--- config.mk ---
export PLATFORM = sky130hd
export DESIGN_NAME = branch_resolve
export DESIGN_NICKNAME = d
export VERILOG_FILES = /design/src/rtl/branch_resolve.sv
export SDC_FILE = /design/constraint.sdc
export NUM_CORES = 1
export LEC_CHECK = 0
export CORE_UTILIZATION = 50
export CTS_CLUSTER_SIZE = 8
export DETAILED_ROUTE_END_ITERATION = 16
export PLACE_DENSITY = 0.82
export SKIP_LAST_GASP = 1
export SYNTH_ARGS = -nofsm -noshare
export SYNTH_HDL_FRONTEND = slang
export SYNTH_SLANG_ARGS = --single-unit
--- constraint.sdc ---
create_clock -name clk -period 3.95 [get_ports clk]
set_input_delay 0.395 -clock clk [delete_from_list [all_inputs] [get_ports clk]]
set_output_delay 0.395 -clock clk [all_outputs]
set_load 0.01 [all_outputs]
--- src/rtl/branch_resolve.sv ---
// rtl/branch_resolve.sv - decode-stage conditional branch resolution with held fetch redirect
module branch_resolve #(
    parameter int CNT_W = 16
) (
    input  logic             clk,
    input  logic             rst_n,
    input  logic             br_valid,
    input  logic [2:0]       br_op,
    input  logic [15:0]      br_imm,
    input  logic [31:0]      br_pc4,
    input  logic [31:0]      rs_val,
    input  logic [31:0]      rt_val,
    input  logic             rs_ready,
    input  logic             rt_ready,
    input  logic             if_ack,
    output logic             stall_id,
    output logic             redirect_valid,
    output logic [31:0]      redirect_pc,
    output logic [CNT_W-1:0] taken_cnt,
    output logic [CNT_W-1:0] nt_cnt
);

    typedef enum logic [1:0] {
        IDLE     = 2'd0,
        WAIT_OPS = 2'd1,
        REDIRECT = 2'd2
    } state_t;

    localparam logic [2:0] OP_BEQ  = 3'b000;
    localparam logic [2:0] OP_BNE  = 3'b001;
    localparam logic [2:0] OP_BLEZ = 3'b010;
    localparam logic [2:0] OP_BGTZ = 3'b011;
    localparam logic [2:0] OP_BLTZ = 3'b100;
    localparam logic [2:0] OP_BGEZ = 3'b101;

    state_t      state, state_nxt;
    logic [2:0]  op_q;
    logic [15:0] imm_q;
    logic [31:0] pc4_q;

    logic [2:0]  op_sel;
    logic [15:0] imm_sel;
    logic [31:0] pc4_sel;
    logic [31:0] target;
    logic        ops_ready;
    logic        cond;
    logic        reserved;
    logic        resolve;
    logic        latch;
    logic        stall_c;
    logic        take;
    logic        not_take;

    // While waiting, the branch fields come from the latch; ID may hold anything.
    assign op_sel  = (state == WAIT_OPS) ? op_q  : br_op;
    assign imm_sel = (state == WAIT_OPS) ? imm_q : br_imm;
    assign pc4_sel = (state == WAIT_OPS) ? pc4_q : br_pc4;
    assign target  = pc4_sel + {{14{imm_sel[15]}}, imm_sel, 2'b00};

    assign reserved  = (op_sel[2:1] == 2'b11);
    assign ops_ready = ((op_sel == OP_BEQ) || (op_sel == OP_BNE)) ? (rs_ready & rt_ready)
                                                                   : rs_ready;

    always_comb begin
        cond = 1'b0;
        case (op_sel)
            OP_BEQ:  cond = (rs_val == rt_val);
            OP_BNE:  cond = (rs_val != rt_val);
            OP_BLEZ: cond = rs_val[31] || (rs_val == 32'd0);
            OP_BGTZ: cond = !rs_val[31] && (rs_val != 32'd0);
            OP_BLTZ: cond = rs_val[31];
            OP_BGEZ: cond = !rs_val[31];
            default: cond = 1'b0;
        endcase
    end

    always_comb begin
        state_nxt = state;
        stall_c   = 1'b0;
        resolve   = 1'b0;
        latch     = 1'b0;
        unique case (state)
            IDLE: begin
                if (br_valid) begin
                    if (ops_ready) begin
                        resolve = 1'b1;
                    end else begin
                        latch     = 1'b1;
                        stall_c   = 1'b1;
                        state_nxt = WAIT_OPS;
                    end
                end
            end
            WAIT_OPS: begin
                if (ops_ready) begin
                    resolve = 1'b1;
                end else begin
                    stall_c = 1'b1;
                end
            end
            REDIRECT: begin
                stall_c = br_valid;
                if (if_ack) begin
                    state_nxt = IDLE;
                end
            end
            default: state_nxt = IDLE;
        endcase
        if (resolve) begin
            state_nxt = (cond && !reserved) ? REDIRECT : IDLE;
        end
    end

    assign take     = resolve & cond & !reserved;
    assign not_take = resolve & !cond & !reserved;
    assign stall_id = rst_n & stall_c;

    always_ff @(posedge clk or negedge rst_n) begin
        if (!rst_n) begin
            state          <= IDLE;
            op_q           <= 3'd0;
            imm_q          <= 16'd0;
            pc4_q          <= 32'd0;
            redirect_valid <= 1'b0;
            redirect_pc    <= 32'd0;
            taken_cnt      <= '0;
            nt_cnt         <= '0;
        end else begin
            state <= state_nxt;
            if (latch) begin
                op_q  <= br_op;
                imm_q <= br_imm;
                pc4_q <= br_pc4;
            end
            if (take) begin
                redirect_valid <= 1'b1;
                redirect_pc    <= target;
            end else if ((state == REDIRECT) && if_ack) begin
                redirect_valid <= 1'b0;
            end
            // Statistics stick at all-ones rather than wrapping.
            if (take && (taken_cnt != '1)) begin
                taken_cnt <= taken_cnt + 1'b1;
            end
            if (not_take && (nt_cnt != '1)) begin
                nt_cnt <= nt_cnt + 1'b1;
            end
        end
    end

endmodule

==> flow_metrics.env, run 1 <==
export IMPL_placed_area_mm2=0.00917
export IMPL_start_util=0.511
export IMPL_ir_worst_vdd_uv=477
export IMPL_setup_viol=0
export IMPL_grt_max_degree=68
export IMPL_io_pins=187
export IMPL_synth_edf_count=0
export IMPL_dieArea_mm2=0.0147
export IMPL_p_int_mw=4.65
export IMPL_pwr_density_cell_mw_per_mm2=787
export IMPL_routed_wl_um=19000
export IMPL_finClkSkew_ns=0.0105
export IMPL_coreArea_mm2=0.0139
export IMPL_dr_total_vias=6260
export IMPL_hold_viol=0
export IMPL_diodes=0
export IMPL_synth_most_common_cell="nand2_1"
export IMPL_arrival_ns=4.00
export IMPL_drcViolationCount=0
export IMPL_syn_nets=915
export IMPL_finalSetupTns_ns=0
export IMPL_synth_top_cell_by_area="dfrtp_1"
export IMPL_cp_end_kind="register"
export IMPL_synthCells=762
export IMPL_whs_ns=0.00577
export IMPL_seq_area_frac_synth=0.416
export IMPL_fin_crit_sh=0.933
export IMPL_clock_latency_ns=0.42
export IMPL_p_clk_frac=0.201
export IMPL_yosys_warnings=0
export IMPL_die_w_um=121
export IMPL_grt_use_total=0.276
export IMPL_gp_congestion=0.883
export IMPL_rows=43
export IMPL_worstMarginPinSlew_ns=0.857
export IMPL_cp_required_ns=4.26
export IMPL_hpwl_um=14100
export IMPL_cp_max_fo=28
export IMPL_cts_path_max_buffers=2
export IMPL_clkTransAtPathRegs_ns=0.06
export IMPL_grt_pass1_wl_um=31300
export IMPL_synth_seq_cells=118
export IMPL_slowest_stage="and2b_4"
export IMPL_root_buffer="clkbuf_16"
export IMPL_cap_violations=0
export IMPL_crit_buf_inv=1
export IMPL_critical_path_cell_chain="and2b_4 -> buf_12 -> nand2_1 -> nand2_1 -> ha_1 -> a211oi_1 -> nor2_1 -> a211o_1 -> a41o_1 -> a211oi_1 -> o21bai_1 -> o41ai_1 -> xnor2_1 -> mux2_2"
export IMPL_slew_headroom=0.428
export IMPL_syn_avg_cell_area_um2=9.31
export IMPL_power_mw=7.69
export IMPL_synth_top_area_frac=0.416
export IMPL_drt_iter0_markers=423
export IMPL_antenna_found_initial=0
export IMPL_overflow=0
export IMPL_min_period_ns=3.68
export IMPL_drive_gt1_frac=0.112
export IMPL_max_stage_delay_ns=0.43
export IMPL_p_sw_mw=3.03
export IMPL_io_buffers=186
export IMPL_synth_area_leaders="dfrtp_1, nand2_1, mux2_2, xor2_1, ha_1"
export IMPL_vias_per_cell=5.48
export IMPL_synth_common_cells="nand2_1, dfrtp_1, xor2_1"
export IMPL_cts_hold_buf=0
export IMPL_status="complete, no violations"
export IMPL_rsz0062_at_grt="false"
export IMPL_switching_share=0.394
export IMPL_pwr_share_comb=0.536
export IMPL_clock_sinks=118
export IMPL_synthesis_area_mm2=0.00710
export IMPL_async_reset_ff_frac=1.00
export IMPL_ant_nets=0
export IMPL_worstHoldPathType="input port to asynchronous set/reset pin"
export IMPL_critPathKind="register to register"
export IMPL_nets=1104
export IMPL_cpLargestDelayFamily="compound AO/OA/AOI/OAI gates"
export IMPL_fin_util=0.703
export IMPL_htreeDepth=4
export IMPL_final_max_slew_viol_count=0
export IMPL_stdcell_area_mm2=0.00976
export IMPL_p_seq_frac=0.263
export IMPL_max_freq_mhz=271
export IMPL_cts_buffers=17
export IMPL_die_h_um=121
export IMPL_ys_flop_type="dfrtp_1"
export IMPL_grt_pass1_vias=6380
export IMPL_cp_start_kind="register"
export IMPL_cts_tree="built"
export IMPL_yosysUniqueCellTypes=55
export IMPL_wire_per_inst_um=16.6
export IMPL_leakagePower_nw=4.42
export IMPL_area_growth_pct=37.6
export IMPL_drtPass1Iterations=7
## cells by family after synthesis
kind of cell / Yosys count / share of synthesized area
XOR/XNOR: 87 / 0.107
flip-flops: 118 / 0.416
multiplexers: 61 / 0.0959
buffers and inverters: 43 / 0.0249
AO/OA/AOI/OAI: 115 / 0.104
AND/OR/NAND/NOR: 306 / 0.194
adder cells (fa/ha/maj): 32 / 0.0575
## sequential cells by signal, indices dropped and copies added (netlist names)
register and cells:
imm_q 16, nt_cnt 16, redirect_valid 1, state 2
op_q 3, redirect_pc 32, pc4_q 32, taken_cnt 16
## area by class of cell
cell class                      count  area (um2)
Fill cell                        1090        4120
Clock inverter                     10         130
Timing Repair Buffer              195        1950
Sequential cell                   118        2950
Tap cell                          180         225
Multi-Input combinational cell    601        3980
Clock buffer                       20         457
Inverter                           18        67.6
## cells in the final DEF, fill, tap and decap left out, types with 17 or more instances in the layout
master and n:
a21oi_1 29, clkbuf_16 17, clkdlybuf4s50_1 185, dfrtp_1 118, ha_1 31, inv_1 18
mux2_2 56, nand2_1 195, nand3_1 20, nor4_1 19, o21ai_0 39, xnor2_1 24
xor2_1 63
## worst paths after layout
kind	start	endpoint	slack (ns)	depth (start not counted)
setup / recovery	state[1]	redirect_pc[31]	0.27	14
hold reg to reg	redirect_valid	redirect_valid	0.47	2
hold / removal	rst_n	nt_cnt[11]	0.006	1
setup reg to reg	state[1]	redirect_pc[31]	0.27	14
max in group asynchronous	rst_n	pc4_q[20]	2.60	2
min in group clk	redirect_valid	redirect_valid	0.47	2
## metal layers
layer / up-vias / track usage / part of all wire
li1: 3026 / - / -
met1: 3014 / 0.359 / 0.45
met2: 183 / 0.448 / 0.48
met5: - / 0 / 0
met3: 37 / 0.0555 / 0.044
met4: 0 / 0.112 / 0.025
## per-stage QoR
step	cells	setup WS [ns]
floorplan	762	0.308
global placement	1112	0.322
detailed placement	1112	0.213
CTS	1142	0.159
global route	1142	0.0145
finish	1142	0.266
## power groups by stage
stage | logic (mW) | registers [mW] | clock network (mW)
2_1_floorplan | 2.65 | 2.06 | 0
3_3_place_gp | 3.94 | 2.01 | 0
3_5_place_dp | 4.04 | 2.03 | 0
6_report | 4.12 | 2.02 | 1.54
5_1_grt | 4.56 | 2.08 | 1.61
4_1_cts | 4.09 | 2.02 | 1.56
## timing repair
action / in CTS / in global routing
hold endpoints to repair: 0 / 0
setup endpoints to repair: 0 / 4
buffers inserted: 0 / 0
gates resized for setup: 0 / 3
Power figures use the tool's default switching activity.
==> run 2: changes to the inputs <==
Settings changed: CORE_ASPECT_RATIO set to 0.6, SETUP_SLACK_MARGIN set to 0.05.
==> run 2 against run 1 <==
The flow now finishes with violations (hold timing). Critical path depth grew 1. Fmax increased by 0.82%. Power up 0.88%. Worst hold slack got worse by 0.010 ns. Clock power grew 3%. Core utilization up 1.2 points. Via count increased by 1.7%.
==> flow_metrics.env, run 2 (synthesis gave the netlist of run 1 again) <==
export IMPL_violations="hold timing"
export IMPL_stdcell_area_mm2=0.00983
export IMPL_cts_tree="built"
export IMPL_dr_total_vias=6365
export IMPL_drtPass1Iterations=5
export IMPL_grt_max_degree=73
export IMPL_grt_pass1_vias=5896
export IMPL_overflow=0
export IMPL_met2_usage=0.400
export IMPL_fin_crit_sh=0.925
export IMPL_drive_gt1_frac=0.117
export IMPL_clock_sinks=118
export IMPL_nets=1106
export IMPL_wire_per_inst_um=16.4
export IMPL_antenna_found_initial=0
export IMPL_routed_wl_um=19000
export IMPL_vias_per_cell=5.50
export IMPL_clkTransAtPathRegs_ns=0.06
export IMPL_start_util=0.516
export IMPL_dieArea_mm2=0.0147
export IMPL_finClkSkew_ns=0.00949
export IMPL_cp_end_kind="register"
export IMPL_cp_required_ns=4.24
export IMPL_io_pins=187
export IMPL_top_usage_layer="met1"
export IMPL_status="complete, but fails checks"
export IMPL_min_period_ns=3.65
export IMPL_reg_top3="pc4_q (32), redirect_pc (32)"
export IMPL_clock_latency_ns=0.41
export IMPL_root_buffer="clkbuf_16"
export IMPL_die_h_um=94.3
export IMPL_gr_usage_met1=0.407
export IMPL_max_freq_mhz=274
export IMPL_slew_headroom=0.408
export IMPL_cap_violations=0
export IMPL_leakagePower_nw=4.43
export IMPL_worstHoldPathType="input port to asynchronous set/reset pin"
export IMPL_die_w_um=156
export IMPL_power_mw=7.75
export IMPL_cts_path_max_buffers=2
export IMPL_ant_nets=0
export IMPL_gp_congestion=0.946
export IMPL_diodes=0
export IMPL_worstMarginPinSlew_ns=0.888
export IMPL_critPathKind="register to register"
export IMPL_cts_buffers=17
export IMPL_area_growth_pct=38.5
export IMPL_rsz0062_at_grt="false"
export IMPL_coreArea_mm2=0.0137
export IMPL_final_cell_mix="nand2_1, clkdlybuf4s50_1, dfrtp_1"
export IMPL_grt_pass1_wl_um=30700
export IMPL_cp_start_kind="register"
export IMPL_cp_max_fo=45
export IMPL_setup_viol=0
export IMPL_hpwl_um=13900
export IMPL_htreeDepth=4
export IMPL_drcViolationCount=0
export IMPL_fillers=1044
export IMPL_cts_hold_buf=0
export IMPL_whs_ns=-0.00427
export IMPL_final_max_slew_viol_count=0
export IMPL_drt_iter0_markers=470
export IMPL_mostFrequentLayoutCell="nand2_1"
export IMPL_grt_use_total=0.270
export IMPL_placed_area_mm2=0.00919
export IMPL_finalSetupTns_ns=0
export IMPL_hold_viol=7
export IMPL_rows=33
export IMPL_ir_worst_vdd_uv=360
export IMPL_io_buffers=186
export IMPL_pwr_density_cell_mw_per_mm2=789
export IMPL_use_met3=0.0470
export IMPL_arrival_ns=3.94
## run 2: cell count changes in the layout (fill, tap and decap cells not counted), sizes merged
cell      change
and2b         +1
buf           +1
clkbuf        -2
clkinv        +1
clkinvlp      +2
inv           +1
## run 2: through the flow
step | hold slack [ns] | worst slack, ns | util | instances
floorplan | 0.0994 | 0.308 | - | 762
global placement | 0.441 | 0.366 | 0.669 | 1125
detailed placement | 0.446 | 0.222 | 0.669 | 1125
CTS | 0.0104 | 0.165 | 0.713 | 1157
global route | 0.0410 | 0.0734 | 0.715 | 1158
finish | -0.00427 | 0.296 | 0.715 | 1158
## run 2: final timing paths
kind,slack (ns),from,endpoint,cells past startpoint
max,0.30,state[1],redirect_pc[31],15
min,-0.004,rst_n,nt_cnt[8],1
max reg2reg,0.30,state[1],redirect_pc[31],15
min reg2reg,0.48,redirect_pc[23],redirect_pc[23],2
max in group asynchronous,2.62,rst_n,redirect_pc[13],2
min in group clk,0.48,redirect_pc[23],redirect_pc[23],2
## run 2: area by class of cell
| cell class | instances | area [um2] | share of cell area |
|---|---|---|---|
| flip-flops and latches | 118 | 2950 | 0.300 |
| well taps | 192 | 240 | 0.0244 |
| inverters | 18 | 67.6 | 0.00687 |
| clock inverters | 14 | 178 | 0.0181 |
| multi-input cells | 602 | 3990 | 0.406 |
| repair buffers | 196 | 1960 | 0.199 |
| clock buffers | 18 | 439 | 0.0447 |
## run 2: where the power goes
group | internal [mW] | leakage, nW | switching (mW)
Sequential | 1.71 | 1.45 | 0.365
Combinational | 1.95 | 2.69 | 2.14
Clock | 1.01 | 0.289 | 0.581
## run 2: timing repair
item,4_1_cts,5_1_grt
hold endpoints to repair,0,0
setup buffers,0,0
gates resized for setup,0,5
setup endpoints to repair,0,6
## run 2: per-layer routing
metal | wire (um) | part of all wire | up-vias
met2 | 8090 | 0.43 | 246
met5 | 0 | 0 | -
met1 | 9530 | 0.50 | 3056
li1 | - | - | 3039
met4 | 209 | 0.011 | 0
met3 | 1170 | 0.062 | 24
## run 2: critical path, stage by stage (launching register included)
cell      delay, ns
dfrtp_1        0.46
inv_1          0.15
nand2_1        0.10
buf_12         0.20
nand2_1        0.09
nand2_1        0.06
ha_1           0.34
a21oi_1        0.22
o31ai_1        0.16
o31a_1         0.31
a41o_1         0.35
a211oi_1       0.23
o21bai_1       0.13
o41ai_1        0.33
xnor2_1        0.12
mux2_2         0.26
==> run 3: changes to the inputs <==
==> constraint.sdc (replaced) <==
create_clock -name clk -period 3.95 [get_ports clk]
set_input_delay 1.185 -clock clk [delete_from_list [all_inputs] [get_ports clk]]
set_output_delay 1.185 -clock clk [all_outputs]
set_load 0.01 [all_outputs]
==> run 3 against run 2 <==
Worst hold slack improved by 0.48 ns. Highest routed layer unchanged. The run now ends clean. Combinational power rose by 13%. Sequential power barely moved. Register-to-register slack improved by 0.20 ns. Routed wire length rose by 4.5%.
==> flow_metrics.env, run 3 (synthesis gave the netlist of run 1 again) <==
export IMPL_status="complete, no violations"
export IMPL_antenna_found_initial=0
export IMPL_whs_ns=0.479
export IMPL_cp_required_ns=2.76
export IMPL_leakagePower_nw=4.69
export IMPL_nets=1166
export IMPL_rows=33
export IMPL_grt_use_total=0.284
export IMPL_slowest_stage="clkdlybuf4s50_1"
export IMPL_diodes=0
export IMPL_dieArea_mm2=0.0147
export IMPL_pwr_density_cell_mw_per_mm2=788
export IMPL_ir_worst_vdd_uv=449
export IMPL_min_period_ns=3.81
export IMPL_die_h_um=94.3
export IMPL_fillers=991
export IMPL_slew_headroom=0.396
export IMPL_overflow=0
export IMPL_hold_viol=0
export IMPL_cts_buffers=17
export IMPL_worstHoldPathType="register to register"
export IMPL_critPathKind="input port to output port"
export IMPL_grt_pass1_vias=6294
export IMPL_clkTransAtPathRegs_ns=0.05
export IMPL_final_cells=1218
export IMPL_routed_wl_um=19900
export IMPL_finClkSkew_ns=0.0131
export IMPL_final_max_slew_viol_count=0
export IMPL_drive_gt1_frac=0.180
export IMPL_rsz0062_at_grt="true"
export IMPL_mostFrequentLayoutCell="nand2_1"
export IMPL_drtPass1Iterations=5
export IMPL_io_buffers=186
export IMPL_area_growth_pct=44.8
export IMPL_regToRegStartpoint="state[1]"
export IMPL_fin_crit_sh=0.963
export IMPL_coreArea_mm2=0.0137
export IMPL_drcViolationCount=0
export IMPL_clock_latency_ns=0.41
export IMPL_setup_viol=0
export IMPL_reg_top3="pc4_q (32), redirect_pc (32)"
export IMPL_hold_start="redirect_pc[10]"
export IMPL_cap_violations=0
export IMPL_cp_max_fo=3
export IMPL_cpLargestDelayFamily="buffers and inverters"
export IMPL_ant_nets=0
export IMPL_htreeDepth=4
export IMPL_multiInputGateArea_mm2=0.00406
export IMPL_dr_total_vias=6488
export IMPL_max_stage_delay_ns=0.52
export IMPL_worstMarginPinSlew_ns=0.906
export IMPL_final_cell_mix="nand2_1, clkdlybuf4s50_1, dfrtp_1"
export IMPL_grt_pass1_wl_um=32300
export IMPL_vias_per_cell=5.33
export IMPL_max_freq_mhz=263
export IMPL_gp_congestion=0.954
export IMPL_fin_util=0.747
export IMPL_wire_per_inst_um=16.3
export IMPL_dp_cells=1185
export IMPL_critical_path_cell_chain="clkdlybuf4s50_1 -> nor3_2 -> a21oi_2 -> o21ai_2 -> o221a_2 -> dlygate4sd2_1"
export IMPL_cts_tree="built"
export IMPL_root_buffer="clkbuf_16"
export IMPL_cts_path_max_buffers=2
export IMPL_clock_sinks=118
export IMPL_cp_end_kind="output port"
export IMPL_cp_start_kind="input port"
export IMPL_finalSetupTns_ns=0
export IMPL_hpwl_um=14900
export IMPL_grt_max_degree=71
export IMPL_regArea_mm2=0.00295
export IMPL_drt_iter0_markers=439
export IMPL_die_w_um=156
export IMPL_arrival_ns=2.62
export IMPL_crit_start="br_op[1]"
export IMPL_crit_buf_inv=2
export IMPL_io_pins=187
export IMPL_start_util=0.516
## run 3: cell types whose count changed in the layout (fill, tap and decap cells not counted), sizes merged
cell,previous run,this run
buf,11,72
clkinv,6,2
bufinv,3,0
clkinvlp,4,7
clkbuf,18,20
inv,19,21
and2b,2,1
clkdlybuf4s50,185,184
dlygate4sd2,0,1
## run 3: metrics by stage
stage	setup slack, ns	power, mW	area, um2
floorplan	0.308	4.70	7100
finish	0.145	8.10	10300
global placement	-0.325	6.34	9630
detailed placement	-0.396	6.48	9630
CTS	0.129	7.99	10200
global route	-0.0144	8.68	10300
## run 3: timing repair
action,in CTS,in global routing
setup endpoints to repair,4,29
setup buffers,1,0
gates resized for setup,3,18
pin swaps,1,8
hold buffers,0,0
## run 3: report_power, final
part	switching, mW	internal (mW)
Sequential	0.330	1.71
Combinational	2.31	2.32
Clock	0.586	0.842
## run 3: worst paths after layout
kind,endpoint,slack (ns),depth (start not counted)
worst max register to register,redirect_pc[31],0.50,13
max in group asynchronous,op_q[1],1.69,3
worst max-delay path,stall_id,0.14,6
min in group asynchronous,nt_cnt[10],0.92,2
worst min-delay path,redirect_pc[10],0.48,2
worst min register to register,redirect_pc[10],0.48,2
## run 3: layout make-up
class                   instances  share of cell area
clock inverters                12             0.00938
flip-flops and latches        118               0.287
repair buffers                257               0.234
clock buffers                  20              0.0444
multi-input cells             601               0.395
well taps                     192              0.0234
inverters                      18             0.00657
## run 3: tightest hold or removal path: stages, from the launching register on
cell and delay (ns):
dfrtp_1 0.33, nand2_1 0.05, o21ai_0 0.06
## run 3: layer usage
layer  GRT usage  part of all wire  vias up
met5           0                 0        -
met4      0.0629            0.0063        0
met3      0.0540             0.065       14
met2       0.425              0.43      203
met1       0.422              0.49     3112
li1            -                 -     3159
